### config.mk
export PLATFORM = sky130hd
export DESIGN_NAME = fetch_stage
export DESIGN_NICKNAME = d
export VERILOG_FILES = /design/src/rtl/pipeline_pkg.sv /design/src/rtl/fetch_pc_reg.sv /design/src/rtl/fetch_stage.sv
export SDC_FILE = /design/constraint.sdc
export NUM_CORES = 1
export LEC_CHECK = 0
export ABC_CLOCK_PERIOD_IN_PS = 4400
export CAP_MARGIN = 15
export CORE_ASPECT_RATIO = 0.7
export CORE_UTILIZATION = 50
export CTS_CLUSTER_SIZE = 8
export DETAILED_ROUTE_END_ITERATION = 10
export GPL_ROUTABILITY_DRIVEN = 0
export GPL_TIMING_DRIVEN = 1
export HOLD_SLACK_MARGIN = 0.02
export PLACE_DENSITY = 0.87
export SYNTH_ARGS = -nofsm -noshare
export SYNTH_HDL_FRONTEND = slang
export SYNTH_SLANG_ARGS = --single-unit
### constraint.sdc
create_clock -name clk -period 4.4 [get_ports clk]
set_clock_uncertainty 0.1 [all_clocks]
set_input_delay 0.66 -clock clk [delete_from_list [all_inputs] [get_ports clk]]
set_output_delay 0.66 -clock clk [all_outputs]
set_load 0.05 [all_outputs]
### src/rtl/pipeline_pkg.sv
// Shared constants and fetch FSM encoding for the RISC-V pipeline.
package pipeline_pkg;

    localparam logic [31:0] NOP_INSTR        = 32'h0000_0013;
    localparam logic [31:0] RESET_PC_DEFAULT = 32'h0000_0000;
    localparam logic [31:0] PC_STEP          = 32'd4;

    typedef enum logic [1:0] {
        FETCH = 2'd0,
        HOLD  = 2'd1,
        DROP  = 2'd2
    } fetch_state_e;

    function automatic logic [31:0] word_align(input logic [31:0] addr);
        return addr & ~32'd3;
    endfunction

endpackage

### src/rtl/fetch_pc_reg.sv
// Program counter register: synchronous reset, absolute load, or step by one word.
module fetch_pc_reg
    import pipeline_pkg::*;
#(
    parameter logic [31:0] RESET_PC = RESET_PC_DEFAULT
) (
    input  logic        clk,
    input  logic        reset,
    input  logic        load_i,
    input  logic        inc_i,
    input  logic [31:0] load_pc_i,
    output logic [31:0] pc_o,
    output logic [31:0] pc_plus4_o
);

    logic [31:0] pc_q;

    // Load has priority over increment so a redirect always wins.
    always_ff @(posedge clk) begin
        if (reset) begin
            pc_q <= RESET_PC;
        end else if (load_i) begin
            pc_q <= load_pc_i;
        end else if (inc_i) begin
            pc_q <= pc_q + PC_STEP;
        end
    end

    assign pc_o       = pc_q;
    assign pc_plus4_o = pc_q + PC_STEP;

endmodule

### src/rtl/fetch_stage.sv
// Instruction-fetch stage: owns the PC, drives a single-outstanding imem request
// and feeds the IF/ID register, absorbing stalls and EX redirects.
module fetch_stage
    import pipeline_pkg::*;
#(
    parameter logic [31:0] RESET_PC  = pipeline_pkg::RESET_PC_DEFAULT,
    parameter logic [31:0] NOP_INSTR = pipeline_pkg::NOP_INSTR
) (
    input  logic        clk,
    input  logic        reset,
    input  logic        stall,
    input  logic        redirect,
    input  logic [31:0] redirectPc,
    output logic        imemReq,
    output logic [31:0] imemAddr,
    input  logic        imemReady,
    input  logic [31:0] imemRdata,
    output logic [31:0] instructionOUT,
    output logic [31:0] pcOUT,
    output logic [31:0] pcPlus4OUT,
    output logic        fdWe,
    output logic        fdFlush
);

    fetch_state_e state_q, state_d;
    logic [31:0]  req_addr_q, req_addr_d;
    logic [31:0]  hold_instr_q, hold_instr_d;
    logic [31:0]  hold_pc_q, hold_pc_d;
    logic [31:0]  pc, pc_plus4, target, pc_load_val;
    logic         pc_load, pc_inc;

    assign target = word_align(redirectPc);

    fetch_pc_reg #(.RESET_PC(RESET_PC)) u_pc (
        .clk        (clk),
        .reset      (reset),
        .load_i     (pc_load),
        .inc_i      (pc_inc),
        .load_pc_i  (pc_load_val),
        .pc_o       (pc),
        .pc_plus4_o (pc_plus4)
    );

    always_comb begin
        state_d        = state_q;
        req_addr_d     = req_addr_q;
        hold_instr_d   = hold_instr_q;
        hold_pc_d      = hold_pc_q;
        pc_load        = 1'b0;
        pc_inc         = 1'b0;
        pc_load_val    = target;
        imemReq        = 1'b0;
        fdWe           = 1'b0;
        fdFlush        = 1'b0;
        instructionOUT = NOP_INSTR;
        pcOUT          = pc;
        case (state_q)
            FETCH: begin
                imemReq        = 1'b1;
                instructionOUT = imemRdata;
                if (redirect) begin
                    fdFlush = 1'b1;
                    pc_load = 1'b1;
                    // An in-flight request must complete at its old address first.
                    if (imemReady) req_addr_d = target;
                    else           state_d    = DROP;
                end else if (imemReady) begin
                    if (!stall) begin
                        fdWe       = 1'b1;
                        pc_inc     = 1'b1;
                        req_addr_d = pc_plus4;
                    end else begin
                        hold_instr_d = imemRdata;
                        hold_pc_d    = pc;
                        state_d      = HOLD;
                    end
                end
            end
            HOLD: begin
                instructionOUT = hold_instr_q;
                pcOUT          = hold_pc_q;
                if (redirect) begin
                    fdFlush    = 1'b1;
                    pc_load    = 1'b1;
                    req_addr_d = target;
                    state_d    = FETCH;
                end else if (!stall) begin
                    fdWe        = 1'b1;
                    pc_load     = 1'b1;
                    pc_load_val = hold_pc_q + PC_STEP;
                    req_addr_d  = hold_pc_q + PC_STEP;
                    state_d     = FETCH;
                end
            end
            DROP: begin
                imemReq = 1'b1;
                if (redirect) begin
                    fdFlush = 1'b1;
                    pc_load = 1'b1;
                end
                if (imemReady) begin
                    req_addr_d = redirect ? target : pc;
                    state_d    = FETCH;
                end
            end
            default: state_d = FETCH;
        endcase
        if (reset) begin
            imemReq        = 1'b0;
            fdWe           = 1'b0;
            fdFlush        = 1'b0;
            instructionOUT = NOP_INSTR;
            pcOUT          = RESET_PC;
        end
    end

    always_ff @(posedge clk) begin
        if (reset) begin
            state_q      <= FETCH;
            req_addr_q   <= RESET_PC;
            hold_instr_q <= NOP_INSTR;
        end else begin
            state_q      <= state_d;
            req_addr_q   <= req_addr_d;
            hold_instr_q <= hold_instr_d;
        end
    end

    // Held PC is only read in HOLD, which is always entered by writing it.
    always_ff @(posedge clk) begin
        hold_pc_q <= hold_pc_d;
    end

    assign imemAddr   = req_addr_q;
    assign pcPlus4OUT = pcOUT + PC_STEP;

endmodule

==> results of run 1 <==
[sequential cells by signal (all words and copies together), names as in the netlist]
register	count
hold_instr_q	32
hold_pc_q	32
imemAddr	32
state_q	2
u_pc.pc_o	32
[power by group]
group,internal (W),switching [W],leakage [nW]
clock,0.000799,0.000544,0.275
combinational,0.000569,0.00104,2.83
sequential,0.00133,0.000151,1.10
total,0.00270,0.00173,4.21
[Yosys cell counts (all sizes together), types with 7 or more instances]
library cell	number	area share (%)
and4	7	0.67
nor4	12	1.8
edfxtp	32	10
nand4	38	3.1
o221ai	7	0.67
xor2	39	3.7
nand3b	9	0.73
o21ai	52	2.8
mux2i	33	3.6
o32ai	8	0.76
inv	16	0.65
nor3	29	1.7
a21oi	66	3.6
clkbuf	65	2.7
nand2	184	7.5
a211oi	18	1.5
and3	20	1.4
ha	8	1.1
and2	7	0.50
nand3	55	3.2
a311oi	10	0.95
a22oi	32	2.6
nor2	130	5.3
dfxtp	98	21
xnor2	65	6.2
buf	48	3.2
a221oi	13	1.2
[layer usage]
metal / part of all wire [%] / track usage, % / vias to the layer above
met4: 3.1 / 10.7 / 0
met1: 40 / 45.1 / 4665
met5: 0 / 0 / -
li1: - / - / 4476
met2: 42 / 49.1 / 773
met3: 15 / 11.0 / 112
[layout make-up]
type	instances	area, sq um
clock inverter	11	85.1
tap	236	295
inverter	16	60.1
sequential	130	2920
multi-input combinational	917	5770
clock buffer	20	458
fill	1414	5980
timing repair buffer	227	2440
[stage by stage]
stage | worst slack (ps) | area (sq um) | cells | total power (W)
2_1_floorplan | 66.3 | 9260 | 1176 | 0.00251
3_3_place_gp | 710 | 11500 | 1526 | 0.00304
3_5_place_dp | 675 | 11500 | 1526 | 0.00307
4_1_cts | 213 | 12000 | 1557 | 0.00440
5_1_grt | 106 | 12000 | 1557 | 0.00458
6_report | 296 | 12000 | 1557 | 0.00443
[worst register-to-register path, stage by stage, from the launching register on]
cell	delay [ps]
dfxtp_1	330
inv_1	160
ha_1	220
buf_4	420
nand4bb_1	360
buf_4	310
nor3_2	600
nand2_1	150
xnor2_1	180
nor2_1	50
a311oi_1	250
[path summary, 6_finish.rpt]
kind	from	end	slack, ps	cells past startpoint
max	state_q[1]	pcPlus4OUT[17]	300	10
min	imemAddr[26]	imemAddr[26]	350	2
max reg2reg	state_q[1]	u_pc.pc_o[18]	1180	10
min reg2reg	imemAddr[26]	imemAddr[26]	350	2
[logic make-up after synthesis]
logic type      count (synthesis)  share of synthesized area (%)
xor+xnor                      104                           9.90
flops                         130                           31.8
fa+ha+maj                       8                           1.09
buf+inv                       129                           6.58
simple gates                  512                           27.5
compound gates                258                           19.3
mux                            35                           3.83
[what timing repair did]
action,CTS,global route
hold buffers,0,0
gates resized for setup,0,1
setup endpoints to repair,0,6
==> out/results.ini, run 1 <==
[critical_path]
path_cells=inv_1, ha_2, buf_4, nand3_1, a211oi_1, and4_1, nand2b_1, nor3_1, xor2_1, buf_12
path_class=flop to primary output
arrival_ps=3340
cp-end-kind=primary output
cp.buffers_inverters=3
crit_path_max_fanout=24
start_kind=flop
worst_path_dominant_cell_family=simple AND/OR/NAND/NOR gates
required_ps=3640
slowest_stage=and4_1
crit_path_max_incr_delay_ps=480

[clocking]
cts.htree.levels=4
cts_tree=done
cts_sinks=130
max-clock-path-buffers=2
post_cts_buffers=0
cts_buffers=17
clkLatencyLatePin_ps=430
path_clk_slew_ps=60
root_buffer=clkbuf_16

[synth]
synth_edf_count=32
synth_seq_cells=130
synth_cell_types=76
synth_cells=1176
ys_seq_area_share_pct=31.8
avgSynthCellArea_sq_um=7.82
synthArstFlopShare_pct=0
synth_fp_nets=1253
synth_warnings=0
synthFlopType=dfxtp_1
synthesis.area_sq_um=9200

[run_status]
status=finished, final reports clean

[global_route]
grt_first_pass_wirelength_mm=48.3
grt-ovfl-total=0
grt_pass1_vias=9000
grt_antenna_before_repair=0
globalRouteTotalUtil_pct=33.1
grt_max_degree=62

[layout]
antennaDiodeCount=0
layout_common_cells=nand2_1, clkdlybuf4s50_1, nor2_1
final_layout_size_suffix_gt1_share_pct=10.1
finalCoreUtilization_pct=66.8
areaGrowthSynthToFinish_pct=30.7
final_common_cell=nand2_1
nets=1386

[timing]
worstMarginPinSlew_ps=1060
grt_setup_unrepaired=false
fmax_ghz=0.244
finalSetupViolations=0
fin_hold_ws_ps=355
maxSlewHeadroom_pct=29.2
min_period_ps=4100
fin_setup_tns_ps=0
period_share_pct=93.3
drv_slew=0
hold_viol_final=0

[min_path]
min_path_type=flop to flop

[drt]
ant_nets=0
vias=10000
wl_mm=32.2
initialDrtViolationCount=1777
drcViolationCount=0
viasPerCell=6.44
drt-pass1-iter-count=6
routedWlPerCell_um=20.7

[die]
die_y_um=116
coreArea_sq_um=18000
io_pins=200
initial_utilization_pct=51.1
placementRows=41
die_w_um=164
fp.dieArea_sq_um=19000

[pwr]
powerDensity_nw_per_um2=369
peakVddDrop_uv=297
p_leak_nw=4.21

[placement]
portBuffers=197
dpl.hpwl_mm=22.3

[job]
drv_cap=0

Note: power is estimated with default switching activity, not from simulation.
==> run 2, diff against run 1 <==
- GPL_TIMING_DRIVEN: 1 -> 0
- PLACE_DENSITY: 0.87 -> 0.79
==> out/results.ini, run 2 (synthesis results as in run 1) <==
[die]
die_w_um=164  ; unchanged
die_y_um=116  ; unchanged
fp.dieArea_sq_um=19000  ; unchanged
coreArea_sq_um=18000  ; unchanged
placementRows=41  ; unchanged
initial_utilization_pct=51.1  ; unchanged
io_pins=200  ; unchanged

[clocking]
path_clk_slew_ps=60  ; about the same
cts_buffers=17  ; unchanged
hold_buffers=0  ; unchanged
cts.htree.levels=4  ; unchanged
root_buffer=clkbuf_16  ; unchanged
clkLatencyLatePin_ps=440  ; was 430 ps
cts_sinks=130  ; unchanged
cts_tree=done  ; unchanged
max-clock-path-buffers=2  ; unchanged

[pwr]
p_leak_nw=4.36  ; was 4.21 nW
powerDensity_nw_per_um2=375  ; was 369 nW/um^2
power.total_w=0.00459  ; was 0.00443 W
peakVddDrop_uv=280  ; was 297 uV

[timing]
finalSetupViolations=0  ; unchanged
drv_slew=0  ; unchanged
setup_ws_ps=116  ; was 296 ps
min_period_ps=4280  ; was 4100 ps
period_share_pct=97.4  ; was 93.3%
grt_setup_unrepaired=false  ; unchanged
worstMarginPinSlew_ps=998  ; was 1060 ps
maxSlewHeadroom_pct=33.2  ; was 29.2%
fmax_ghz=0.233  ; was 0.244 GHz
hold_viol_final=0  ; unchanged
fin_hold_ws_ps=325  ; was 355 ps

[drt]
vias=10500  ; was 10000
drcViolationCount=0  ; unchanged
initialDrtViolationCount=1819  ; was 1777
wl_mm=36.6  ; was 32.2 mm
viasPerCell=6.40  ; was 6.44
drt-pass1-iter-count=9  ; was 6
ant_nets=0  ; unchanged
routedWlPerCell_um=22.3  ; was 20.7 um

[critical_path]
start_kind=flop  ; unchanged
cp-end-kind=primary output  ; unchanged
required_ps=3640  ; about the same
path_class=flop to primary output  ; unchanged
arrival_ps=3520  ; was 3340 ps
crit_path_max_fanout=10  ; was 24

[run_status]
status=finished, final reports clean  ; unchanged

[layout]
antennaDiodeCount=0  ; unchanged
final_cells=1643  ; was 1557
layout_common_cells=nand2_1, clkdlybuf4s50_1, nor2_1  ; unchanged
final_common_cell=nand2_1  ; unchanged
fin_area_sq_um=12200  ; was 12000 sq um
nets=1471  ; was 1386
n_fill_cell=1558  ; was 1414
areaGrowthSynthToFinish_pct=33.1  ; was 30.7%
final_layout_size_suffix_gt1_share_pct=10.2  ; was 10.1%

[placement]
pre_cts_ws_ps=-959  ; was 675 ps
dpl.hpwl_mm=26.3  ; was 22.3 mm
placed_area_sq_um=11500  ; about the same
place_inst=1609  ; was 1526
portBuffers=195  ; was 197

[global_route]
grt_first_pass_wirelength_mm=54.4  ; was 48.3 mm
grt_pass1_vias=9556  ; was 9000
grt_max_degree=23  ; was 62
grt-ovfl-total=0  ; unchanged
grt_antenna_before_repair=0  ; unchanged
globalRouteTotalUtil_pct=38.0  ; was 33.1%

[min_path]
min_path_type=flop to flop  ; unchanged

[job]
drv_cap=0  ; unchanged

run 2: cell types whose count changed in the layout (fill, tap and decap cells not counted), sizes merged:
cell           before  now
buf                58   59
clkdlybuf4s50     169  178
clkinvlp            1    0
dlygate4sd2         0    7
clkdlybuf4s15       0    1
clkbuf             20   89
inv                18   20
clkinv              7    5
run 2: cell type report:
| type | instances | area, sq um | share of cell area (%) |
|---|---|---|---|
| buffer | 113 | 593 | 4.84 |
| clock buffer | 22 | 507 | 4.14 |
| clock inverter | 10 | 93.8 | 0.766 |
| inverter | 16 | 60.1 | 0.490 |
| multi-input combinational | 917 | 5800 | 47.4 |
| sequential | 130 | 2930 | 23.9 |
| tap | 236 | 295 | 2.41 |
| timing repair buffer | 199 | 1970 | 16.1 |
run 2: final timing paths:
| kind | to | startpoint | depth (start not counted) | slack (ps) |
|---|---|---|---|---|
| worst max-delay path | pcPlus4OUT[24] | state_q[1] | 15 | 120 |
| worst min-delay path | hold_pc_q[4] | u_pc.pc_o[4] | 0 | 320 |
| worst max register to register | imemAddr[12] | hold_pc_q[2] | 8 | 1220 |
| worst min register to register | hold_pc_q[4] | u_pc.pc_o[4] | 0 | 320 |
run 2: critical path: stages, from the launching register on:
cell,delay [ps]
dfxtp_2,350
inv_2,70
ha_4,190
buf_8,150
buf_12,150
buf_12,150
buf_12,150
mux2i_1,150
nor2_4,200
ha_4,160
nor3b_4,260
nand4_1,250
nor4_4,310
buf_4,180
xor2_1,120
buf_4,210
run 2: per-stage QoR:
stage | util (%) | TNS [ps]
after global routing | 68.0 | 0
after global placement | 63.9 | -7880
final | 68.0 | 0
after floorplan | - | 0
after detailed placement | 64.1 | -8510
after CTS | 67.7 | 0
run 2: metal layers:
metal	up-vias	share of wire (%)	GRT usage (%)
met5	-	0	0
met3	169	16	15.0
met2	871	40	54.0
met1	4823	40	51.4
li1	4651	-	-
met4	0	4.0	14.4
run 2: where the power goes:
group	internal, W	switching (W)
combinational	0.000559	0.00116
clock	0.000877	0.000577
sequential	0.00133	0.0000867
run 2: timing repair:
item,in CTS,in global routing
setup buffers,1,1
hold endpoints to repair,0,0
endpoints found under the setup margin,51,13
gates resized for setup,74,18
pin swaps,3,3
